[config.mk]
export PLATFORM = sky130hd
export DESIGN_NAME = stream_mux
export DESIGN_NICKNAME = d
export VERILOG_FILES = /design/src/rtl/stream_pkg.sv /design/src/rtl/rr_arbiter.sv /design/src/rtl/stream_mux.sv
export SDC_FILE = /design/constraint.sdc
export NUM_CORES = 1
export LEC_CHECK = 0
export CORE_MARGIN = 2
export CORE_UTILIZATION = 30
export CTS_CLUSTER_SIZE = 30
export DETAILED_ROUTE_END_ITERATION = 8
export DONT_BUFFER_PORTS = 1
export PLACE_DENSITY = 0.49
export SYNTH_ARGS = -nofsm -noshare
export SYNTH_HDL_FRONTEND = slang
export SYNTH_SLANG_ARGS = --single-unit
[constraint.sdc]
create_clock -name clk -period 4.8 [get_ports clk]
set_clock_uncertainty 0.2 [all_clocks]
set_input_delay 0.96 -clock clk [delete_from_list [all_inputs] [get_ports clk]]
set_output_delay 0.96 -clock clk [all_outputs]
set_load 0.02 [all_outputs]
[src/rtl/stream_pkg.sv]
// rtl/stream_pkg.sv - shared types and helpers for the stream multiplexer (see STREAM_MUX_RR_EN in stream_mux.sv)
package stream_pkg;

    typedef enum logic {
        MODE_SEL = 1'b0,
        MODE_RR  = 1'b1
    } mux_mode_e;

    // Width of a channel-index field for n channels; never narrower than one bit.
    function automatic int sel_width(input int n);
        return (n > 1) ? $clog2(n) : 1;
    endfunction

endpackage

[src/rtl/rr_arbiter.sv]
// rtl/rr_arbiter.sv - round-robin arbiter: first requester at or after ptr, wrapping
module rr_arbiter
    import stream_pkg::*;
#(
    parameter int N     = 4,
    parameter int SEL_W = sel_width(N)
) (
    input  logic [N-1:0]     req,
    input  logic [SEL_W-1:0] ptr,
    input  logic             advance,
    output logic [N-1:0]     gnt,
    output logic [SEL_W-1:0] gnt_idx,
    output logic [SEL_W-1:0] next_ptr
);

    int best;
    int best_off;
    int off;

    // Pick the requester with the smallest distance from ptr, counting upward with wrap.
    always_comb begin
        gnt      = '0;
        gnt_idx  = '0;
        best     = 0;
        best_off = N;
        off      = 0;
        for (int i = 0; i < N; i++) begin
            off = (i >= int'(ptr)) ? (i - int'(ptr)) : (i + N - int'(ptr));
            if (req[i] && (off < best_off)) begin
                best_off = off;
                best     = i;
                gnt      = '0;
                gnt[i]   = 1'b1;
                gnt_idx  = SEL_W'(i);
            end
        end
    end

    // Pointer moves just past the granted channel only when a transfer actually happens.
    always_comb begin
        next_ptr = ptr;
        if (advance) begin
            next_ptr = (int'(gnt_idx) == N - 1) ? '0 : gnt_idx + 1'b1;
        end
    end

endmodule

[src/rtl/stream_mux.sv]
// rtl/stream_mux.sv - N-way valid/ready stream mux with registered output; STREAM_MUX_RR_EN adds round-robin
module stream_mux
    import stream_pkg::*;
#(
    parameter int WIDTH = 32,
    parameter int N     = 4,
    parameter int SEL_W = sel_width(N)
) (
    input  logic               clk,
    input  logic               rst_n,
    input  logic               mode,
    input  logic [SEL_W-1:0]   sel,
    input  logic [N-1:0]       in_valid,
    output logic [N-1:0]       in_ready,
    input  logic [N*WIDTH-1:0] in_data,
    output logic               out_valid,
    input  logic               out_ready,
    output logic [WIDTH-1:0]   out_data,
    output logic [SEL_W-1:0]   out_chan
);

    logic             can_load;
    logic [N-1:0]     sel_gnt;
    logic [N-1:0]     grant;
    logic             xfer;
    logic [WIDTH-1:0] load_data;
    logic [SEL_W-1:0] load_chan;

    assign can_load = !out_valid || out_ready;

    // Explicit select: an out-of-range sel matches no channel, so nothing is granted.
    always_comb begin
        sel_gnt = '0;
        for (int i = 0; i < N; i++) begin
            if (sel == SEL_W'(i)) begin
                sel_gnt[i] = in_valid[i];
            end
        end
    end

`ifdef STREAM_MUX_RR_EN
    logic             use_rr;
    logic [SEL_W-1:0] rr_ptr;
    logic [SEL_W-1:0] rr_next;
    logic [N-1:0]     rr_gnt;
    logic [SEL_W-1:0] rr_idx;

    assign use_rr = (mux_mode_e'(mode) == MODE_RR);

    rr_arbiter #(
        .N     (N),
        .SEL_W (SEL_W)
    ) u_rr_arbiter (
        .req      (in_valid),
        .ptr      (rr_ptr),
        .advance  (use_rr && xfer),
        .gnt      (rr_gnt),
        .gnt_idx  (rr_idx),
        .next_ptr (rr_next)
    );

    assign grant     = use_rr ? rr_gnt : sel_gnt;
    assign load_chan = use_rr ? rr_idx : sel;

    // Round-robin pointer; only mode-1 transfers move it.
    always_ff @(posedge clk or negedge rst_n) begin
        if (!rst_n) begin
            rr_ptr <= '0;
        end else begin
            rr_ptr <= rr_next;
        end
    end
`else
    logic unused_mode;

    assign unused_mode = mode;
    assign grant       = sel_gnt;
    assign load_chan   = sel;
`endif

    assign in_ready = grant & {N{can_load}};
    assign xfer     = |(in_valid & in_ready);

    // Data of the (one-hot) granted channel.
    always_comb begin
        load_data = '0;
        for (int i = 0; i < N; i++) begin
            if (grant[i]) begin
                load_data = in_data[i*WIDTH +: WIDTH];
            end
        end
    end

    // Output register: a load replaces any draining word; otherwise drain empties it.
    always_ff @(posedge clk or negedge rst_n) begin
        if (!rst_n) begin
            out_valid <= 1'b0;
            out_data  <= '0;
            out_chan  <= '0;
        end else if (xfer) begin
            out_valid <= 1'b1;
            out_data  <= load_data;
            out_chan  <= load_chan;
        end else if (out_ready) begin
            out_valid <= 1'b0;
        end
    end

endmodule

* After elaboration in Yosys (flattened, before gate mapping)
Cells that the tools add are included.
Operators by class: equal/unequal tests 3, muxes and demuxes 10, bitwise operators 2, reductions and logical operators 5
Operators by type and width (number):
- 32-bit 2-to-1 mux | 4
- 4-bit AND | 2
- 1-bit 2-to-1 mux | 6
- 2-bit equality test (second input constant) | 2
- 4-bit OR reduction | 1
- 2-bit by 1-bit equality test with 1-bit output (second input constant) | 1
- 2-bit logical NOT | 1
- 2-bit nonzero test | 1
- 1-bit logical NOT | 1
- 1-bit logical OR | 1
Word-level totals: register bits 35, input port bits 138, output and inout bits 39, word-level logic and storage cells 23

* Depth between registers and ports, before layout
Gate-level depths: netlist of the first run.
depth in word-level cells 6, mapped depth 7

* Worst setup path after synthesis of the first run
OpenSTA, ideal clock, no wires.
path kind in2out, start in in_valid[0], end out in_ready[0], arrival 2.120 ns, data required time 3.640 ns, setup slack 1.520 ns, stages 3, cells stage by stage buf_2 -> clkbuf_1 -> nor4b_1
Between the ends: cells in the longest elaborated chain, start to end 2
Ends and longest elaborated chain:
- start, declared | line stream_mux.sv:13 | input logic [N-1:0] in_valid,
- 1-bit 2-to-1 mux | line stream_mux.sv:35 | if (sel == SEL_W'(i)) begin
- 4-bit AND | line stream_mux.sv:81 | assign in_ready = grant & {N{can_load}};
- end, declared | line stream_mux.sv:14 | output logic [N-1:0] in_ready,
No other way between the ends.

* Final worst setup path of the first run
start in out_ready, end out in_ready[2]
Between the ends: cells in the longest elaborated chain, start to end 2
Ends and longest elaborated chain:
- start, declared | line stream_mux.sv:17 | input logic out_ready,
- 1-bit logical OR | line stream_mux.sv:29 | assign can_load = !out_valid || out_ready;
- 4-bit AND | line stream_mux.sv:81
No other way between the ends.

==> reports/results.tsv, run 1 <==
metric	value	unit
Fmax achieved	336	MHz
largest net degree at the start of global routing	36	
Primary FF master, synth	dfrtp_1	
ranking of synthesized cells by area	dfrtp_1 (34%), nand3_1 (18%), mux2_2 (11%)	
cts hold-fix bufs	0	
top cell type's share of synthesized area	0.340	
# clock sinks	35	
CP Max Fanout	4	
layout cell share with drive strength beyond 1	0.138	
I/O pins	177	
CTS resizes	0	
clock slew at reported path FFs	0.08	ns
fin worst setup slack	1.83	ns
Setup Fix Bufs, Post-CTS	0	
#FFs+latches synth	35	
vias in the first global route	2361	
final setup violation count	0	
H-Tree Depth	2	
pwr/cell area	325	nW/µm²
HPWL after DPL	5450	µm
final hold violation count	0	
most frequent cells after synthesis	nand3_1 (94), nand2_1 (69), dfrtp_1 (35)	
Initial Utilization	0.312	
critical path capture point type	output port	
core area	8260	µm²
DR vias/cell	5.87	
Yosys top cell by area	dfrtp_1	
WP data required	3.64	ns
RSZ-0062 raised after global routing	no	
leakage	1.12	nW
number of synthesized flops with an enable pin	0	
area added between synthesis and finish	2.82	%
initial drt markers	79	
Synth Area per Inst	8.20	µm²
# DRC	0	
Slew @ Worst Pin	1.15	ns
critical path startpoint category	input port	
yosys warns	0	
max-slew violation count	0	
Setup Slack @ Placement	1.82	ns
Die ar.	9350	µm²
syn_nets	452	
outcome	completed	
Die W	96.7	µm
Post-Layout Cell Count	395	
I/O Buffers	0	
Via Count	2317	
Max-Cap Viols	0	
CP Class	input port to output port	
setup TNS	0	ns
register area share after synthesis	0.340	
diodes inserted	0	
minimum clock period	2.97	ns
first-pass GRT wire length	12400	µm
Num CTS Buffers	5	
Hold Crit Class	input port to async pin	
Layout Nets	427	
Routed Antenna Nets	0	
Peak VDD IR	0.000121	V
CTS tree	yes	
Tot GR Track Use	0.162	
Vert. Die Dim	96.7	µm
row cnt	33	
Mapped Area	2580	µm²
count leader, synth	nand3_1	
register area	876	µm²
drt wl/cell	19.7	µm
final WL	7770	µm
drt pass-1 iters	4	
gpl congestion	0.809	
Max Root-Sink Buffers	2	
Worst slew margin	0.233	
CTS Root Cell	clkbuf_8	
Clk Latency, worst-skew pair	0.28	ns
period utilization	0.619	
Congestion Overflow GR	0	
Async S/R FF share, synth	1.00	
Placed Cells	387	
Synth cell types	25	
arrival time at the worst endpoint	1.81	ns
initial antenna violation count	0	
multi-input logic area	1530	µm²
fill count	891	
Syn Inst Count	314	
## metrics by stage
stage	total power, mW	hold slack [ns]	util	cell area, µm²
2_1_floorplan	0.615	0.397	-	2580
3_3_place_gp	0.629	0.437	0.309	2550
3_5_place_dp	0.632	0.442	0.309	2550
4_1_cts	0.878	0.151	0.321	2650
5_1_grt	0.909	0.146	0.321	2650
6_report	0.861	0.165	0.321	2650
## power breakdown
part	leakage, nW	switching (mW)	internal, mW
clock	0.0515	0.106	0.131
sequential	0.450	0.118	0.353
combinational	0.623	0.0698	0.0825
total	1.12	0.294	0.567
## critical path: stages
cell and delay (ns):
nand2b_1 0.09, nand2_1 0.15, nor3b_1 0.61
## path summary, 6_finish.rpt
| path | startpoint | end | slack, ns | cells past startpoint |
|---|---|---|---|---|
| worst max-delay path | out_ready | in_ready[2] | 1.83 | 3 |
| worst min-delay path | rst_n | out_data[1] | 0.17 | 0 |
| worst max register to register | out_valid | out_data[13] | 2.43 | 4 |
| worst min register to register | out_data[5] | out_data[5] | 0.46 | 1 |
| max in group asynchronous | rst_n | out_data[21] | 4.15 | 0 |
| min in group clk | out_data[5] | out_data[5] | 0.46 | 1 |
## state kept, by name, indices dropped and copies added (netlist names)
register and count:
out_chan 2, out_data 32, out_valid 1
## logic make-up after synthesis
group / Yosys count / share of synthesized area
compound gates: 36 / 0.126
flops: 35 / 0.340
buf+inv: 34 / 0.0695
mux: 35 / 0.154
simple gates: 174 / 0.310
## metal layers
metal,vias to the layer above,routed length (µm),GRT usage
li1,1071,-,-
met1,1109,2980,0.180
met2,129,3900,0.288
met3,8,825,0.0600
met4,0,70,0.0444
met5,-,0,0
## area by class of cell
type / count / share of cell area
clock buffers: 8 / 0.0378
multi-input cells: 245 / 0.576
flip-flops and latches: 35 / 0.331
well taps: 105 / 0.0496
repair buffers: 2 / 0.00567
## layout by cell type, fill, tap and decap left out
master,Yosys,layout
mux2_1,8,8
o22a_1,31,31
buf_4,3,2
clkbuf_8,0,7
and4_1,1,1
and3_1,1,1
nor2_2,0,1
o211ai_1,1,1
nand2b_1,1,1
a2bb2oi_4,1,1
nand2b_2,1,1
dfrtp_1,35,35
clkbuf_1,12,1
a31oi_1,1,1
nor2b_2,0,1
nor4b_1,1,1
nand3_1,94,94
o21ai_0,1,1
nor2_1,3,2
mux2i_2,1,1
nor2b_1,2,1
nor3b_1,1,1
nand2_1,69,69
o2bb2ai_1,1,1
mux2_2,26,26
No activity file was read; power rests on OpenSTA's default activity.
==> inputs of run 2 (changes only) <==
Settings changed: ABC_AREA from default to 1, PLACE_DENSITY 0.49 to 0.5.
Clock period 4.8 ns to 2.4 ns, I/O delays scaled along.
==> run 2 against run 1 <==
Net effect: register-to-register slack worse by 2.0 ns; sequential power is 96% higher; synthesized cell count is 13% higher; hold slack worse by 0.047 ns; cell count is 11% higher; via count is 17% higher.
==> reports/results.tsv, run 2 <==
metric	value	unit	change
outcome	completed		
first-pass GRT wire length	12800	µm	+2.8%
CP Class	register to output port		
Area after DPL	2500	µm²	-1.7%
Design Area, Final	2640	µm²	-0.52%
final WL	8660	µm	+11%
most frequent cells after synthesis	nand2_1 (101), nand4_1 (96), nand3_1 (69)		
Die W	94.9	µm	-1.8%
area added between synthesis and finish	6.20	%	
Crit-path slowest cell	nor2_1		
Synth Area per Inst	6.97	µm²	-15%
WP data required	1.72	ns	-1.92 ns
DR vias/cell	6.18		+5.4%
Hold Crit Class	input port to register		
worst r2r path cells	6		+2
ranking of synthesized cells by area	dfrtp_1 (35%), nand4_1 (24%), nand2_1 (15%)		
Comb pwr share	0.177		about the same
Num CTS Buffers	5		unchanged
crit-path cells	inv_1, nor2_2, nor2_1		
vias in the first global route	2412		+2.2%
Slew @ Worst Pin	0.592	ns	-0.556 ns
Max-Cap Viols	0		unchanged
Routed Antenna Nets	0		unchanged
clock slew at reported path FFs	0.07	ns	about the same
biggest regs	out_data x32, out_chan x2, out_valid x1		
minimum clock period	2.06	ns	
leakage	1.14	nW	+1.6%
period utilization	0.858		
gpl congestion	0.693		-14%
pwr/cell area	643	nW/µm²	+98%
Sw Ratio	0.365		+0.0233
number of synthesized flops with an enable pin	0		unchanged
CP delay by family, top	simple AND/OR/NAND/NOR gates		
CP Max Fanout	5		+1
initial antenna violation count	0		unchanged
drt pass-1 iters	4		unchanged
yosys warns	0		unchanged
Mapped Area	2480	µm²	-3.7%
sequential share of power	0.545		-0.002
sw power	0.619	mW	+110%
arrival time at the worst endpoint	1.38	ns	-0.43 ns
Reg with most FFs	out_data		
Tot GR Track Use	0.182		+0.0204
syn_nets	494		+9.3%
CTS tree	yes		
Worst slew margin	0.604		+0.371
#FFs+latches synth	35		unchanged
largest net degree at the start of global routing	70		+94%
commonest cells after routing, fill and taps aside	nand2_1 (101), nand4_1 (96), nand3_1 (69)		
I/O Buffers	0		unchanged
Peak VDD IR	0.000242	V	+100%
H-Tree Depth	2		unchanged
Vert. Die Dim	94.9	µm	-1.8%
Yosys top cell by area	dfrtp_1		
Largest register FFs	32		unchanged
diodes inserted	0		unchanged
RSZ-0062 raised after global routing	no		
Primary FF master, synth	dfrtp_1		
initial drt markers	123		+56%
CTS Root Cell	clkbuf_8		
Max Root-Sink Buffers	2		unchanged
row cnt	33		unchanged
I/O pins	177		unchanged
final setup violation count	0		unchanged
layout cell share with drive strength beyond 1	0.0838		-0.0541
Fmax achieved	485	MHz	
Via Count	2714		+17%
CTS resizes	0		unchanged
Clock Power Share	0.278		+0.002
critical path startpoint category	register		
Async S/R FF share, synth	1.00		unchanged
worst hold stages	2		
# clock sinks	35		unchanged
Setup Fix Bufs, Post-CTS	0		unchanged
Synth cell types	15		-40%
register area share after synthesis	0.353		+0.0130
Layout Nets	471		+10%
final hold violation count	0		unchanged
Congestion Overflow GR	0		unchanged
crit path buf inv count	1		+1
Initial Utilization	0.305		-0.00694
drt wl/cell	19.7	µm	+0.27%
Clk Latency, worst-skew pair	0.28	ns	about the same
# DRC	0		unchanged
HPWL after DPL	5710	µm	+4.7%
max-slew violation count	0		unchanged
critical path capture point type	output port		
critical path depth	3		unchanged
top cell type's share of synthesized area	0.353		+0.0130
core area	8130	µm²	-1.5%
count leader, synth	nand2_1		
crit-path max cell delay	0.48	ns	-0.13 ns
Die ar.	9010	µm²	-3.5%
most common cell after layout, fill and taps aside	nand2_1		
R2R Setup Slk	0.40	ns	-2.03 ns
internal power	1.08	mW	+90%
Syn Inst Count	356		+13%
setup TNS	0	ns	unchanged
## run 2: cell count changes after synthesis, sizes merged, moves of 2 or more
| cell | before | now |
|---|---|---|
| mux2 | 34 | 0 |
| nor2 | 3 | 9 |
| nor2b | 2 | 0 |
| nand2b | 2 | 0 |
| inv | 0 | 3 |
| nand2 | 69 | 102 |
| o22a | 31 | 0 |
| nand4 | 0 | 96 |
| nand3 | 94 | 69 |
| clkbuf | 12 | 19 |
## run 2: cells by family (layout without fill, tap and decap cells)
family | count (synthesis) | in the layout | share of synthesized area
flops | 35 | 35 | 0.353
simple gates | 277 | 277 | 0.566
buf+inv | 44 | 22 | 0.0812
## run 2: per-layer routing
metal | wire, µm | global-route usage | vias to the layer above
met5 | 0 | 0 | -
met4 | 69 | 0.0423 | 0
met3 | 804 | 0.0431 | 11
met2 | 4230 | 0.310 | 164
met1 | 3560 | 0.233 | 1292
li1 | - | - | 1247
## run 2: layout make-up
class | instances | area (µm²)
inverter | 3 | 11.3
fill | 879 | 5500
tap | 105 | 131
clock buffer | 8 | 100
sequential | 35 | 876
multi-input combinational | 277 | 1410
timing repair buffer | 11 | 110
## run 2: metrics by stage
step	std cells	hold WS [ns]	util	worst slack, ns	total power [mW]
floorplan	356	-0.0156	-	0.575	1.18
global placement	429	-0.0136	0.308	0.395	1.22
detailed placement	429	-0.0139	0.308	0.388	1.22
CTS	439	0.0993	0.324	0.330	1.73
global route	439	0.0987	0.324	0.267	1.80
finish	439	0.118	0.324	0.340	1.69
## run 2: what timing repair did
action,in CTS,in global routing
endpoints found under the hold margin,35,0
endpoints found under the setup margin,0,0
hold buffers,2,0
## run 2: worst paths after layout
path                             start      endpoint
setup / recovery             out_valid   in_ready[1]
max in group asynchronous        rst_n  out_data[29]
setup reg to reg             out_valid     out_valid
hold / removal                  sel[0]   out_chan[0]
hold reg to reg            out_chan[1]   out_chan[1]
min in group asynchronous        rst_n   out_data[7]
## run 2: power by group through the flow
stage          clock [mW]  combinational [mW]  sequential, mW
4_1_cts             0.497               0.306           0.926
2_1_floorplan           0               0.280           0.902
3_3_place_gp            0               0.280           0.939
3_5_place_dp            0               0.287           0.935
5_1_grt             0.518               0.347           0.937
6_report            0.471               0.301           0.923
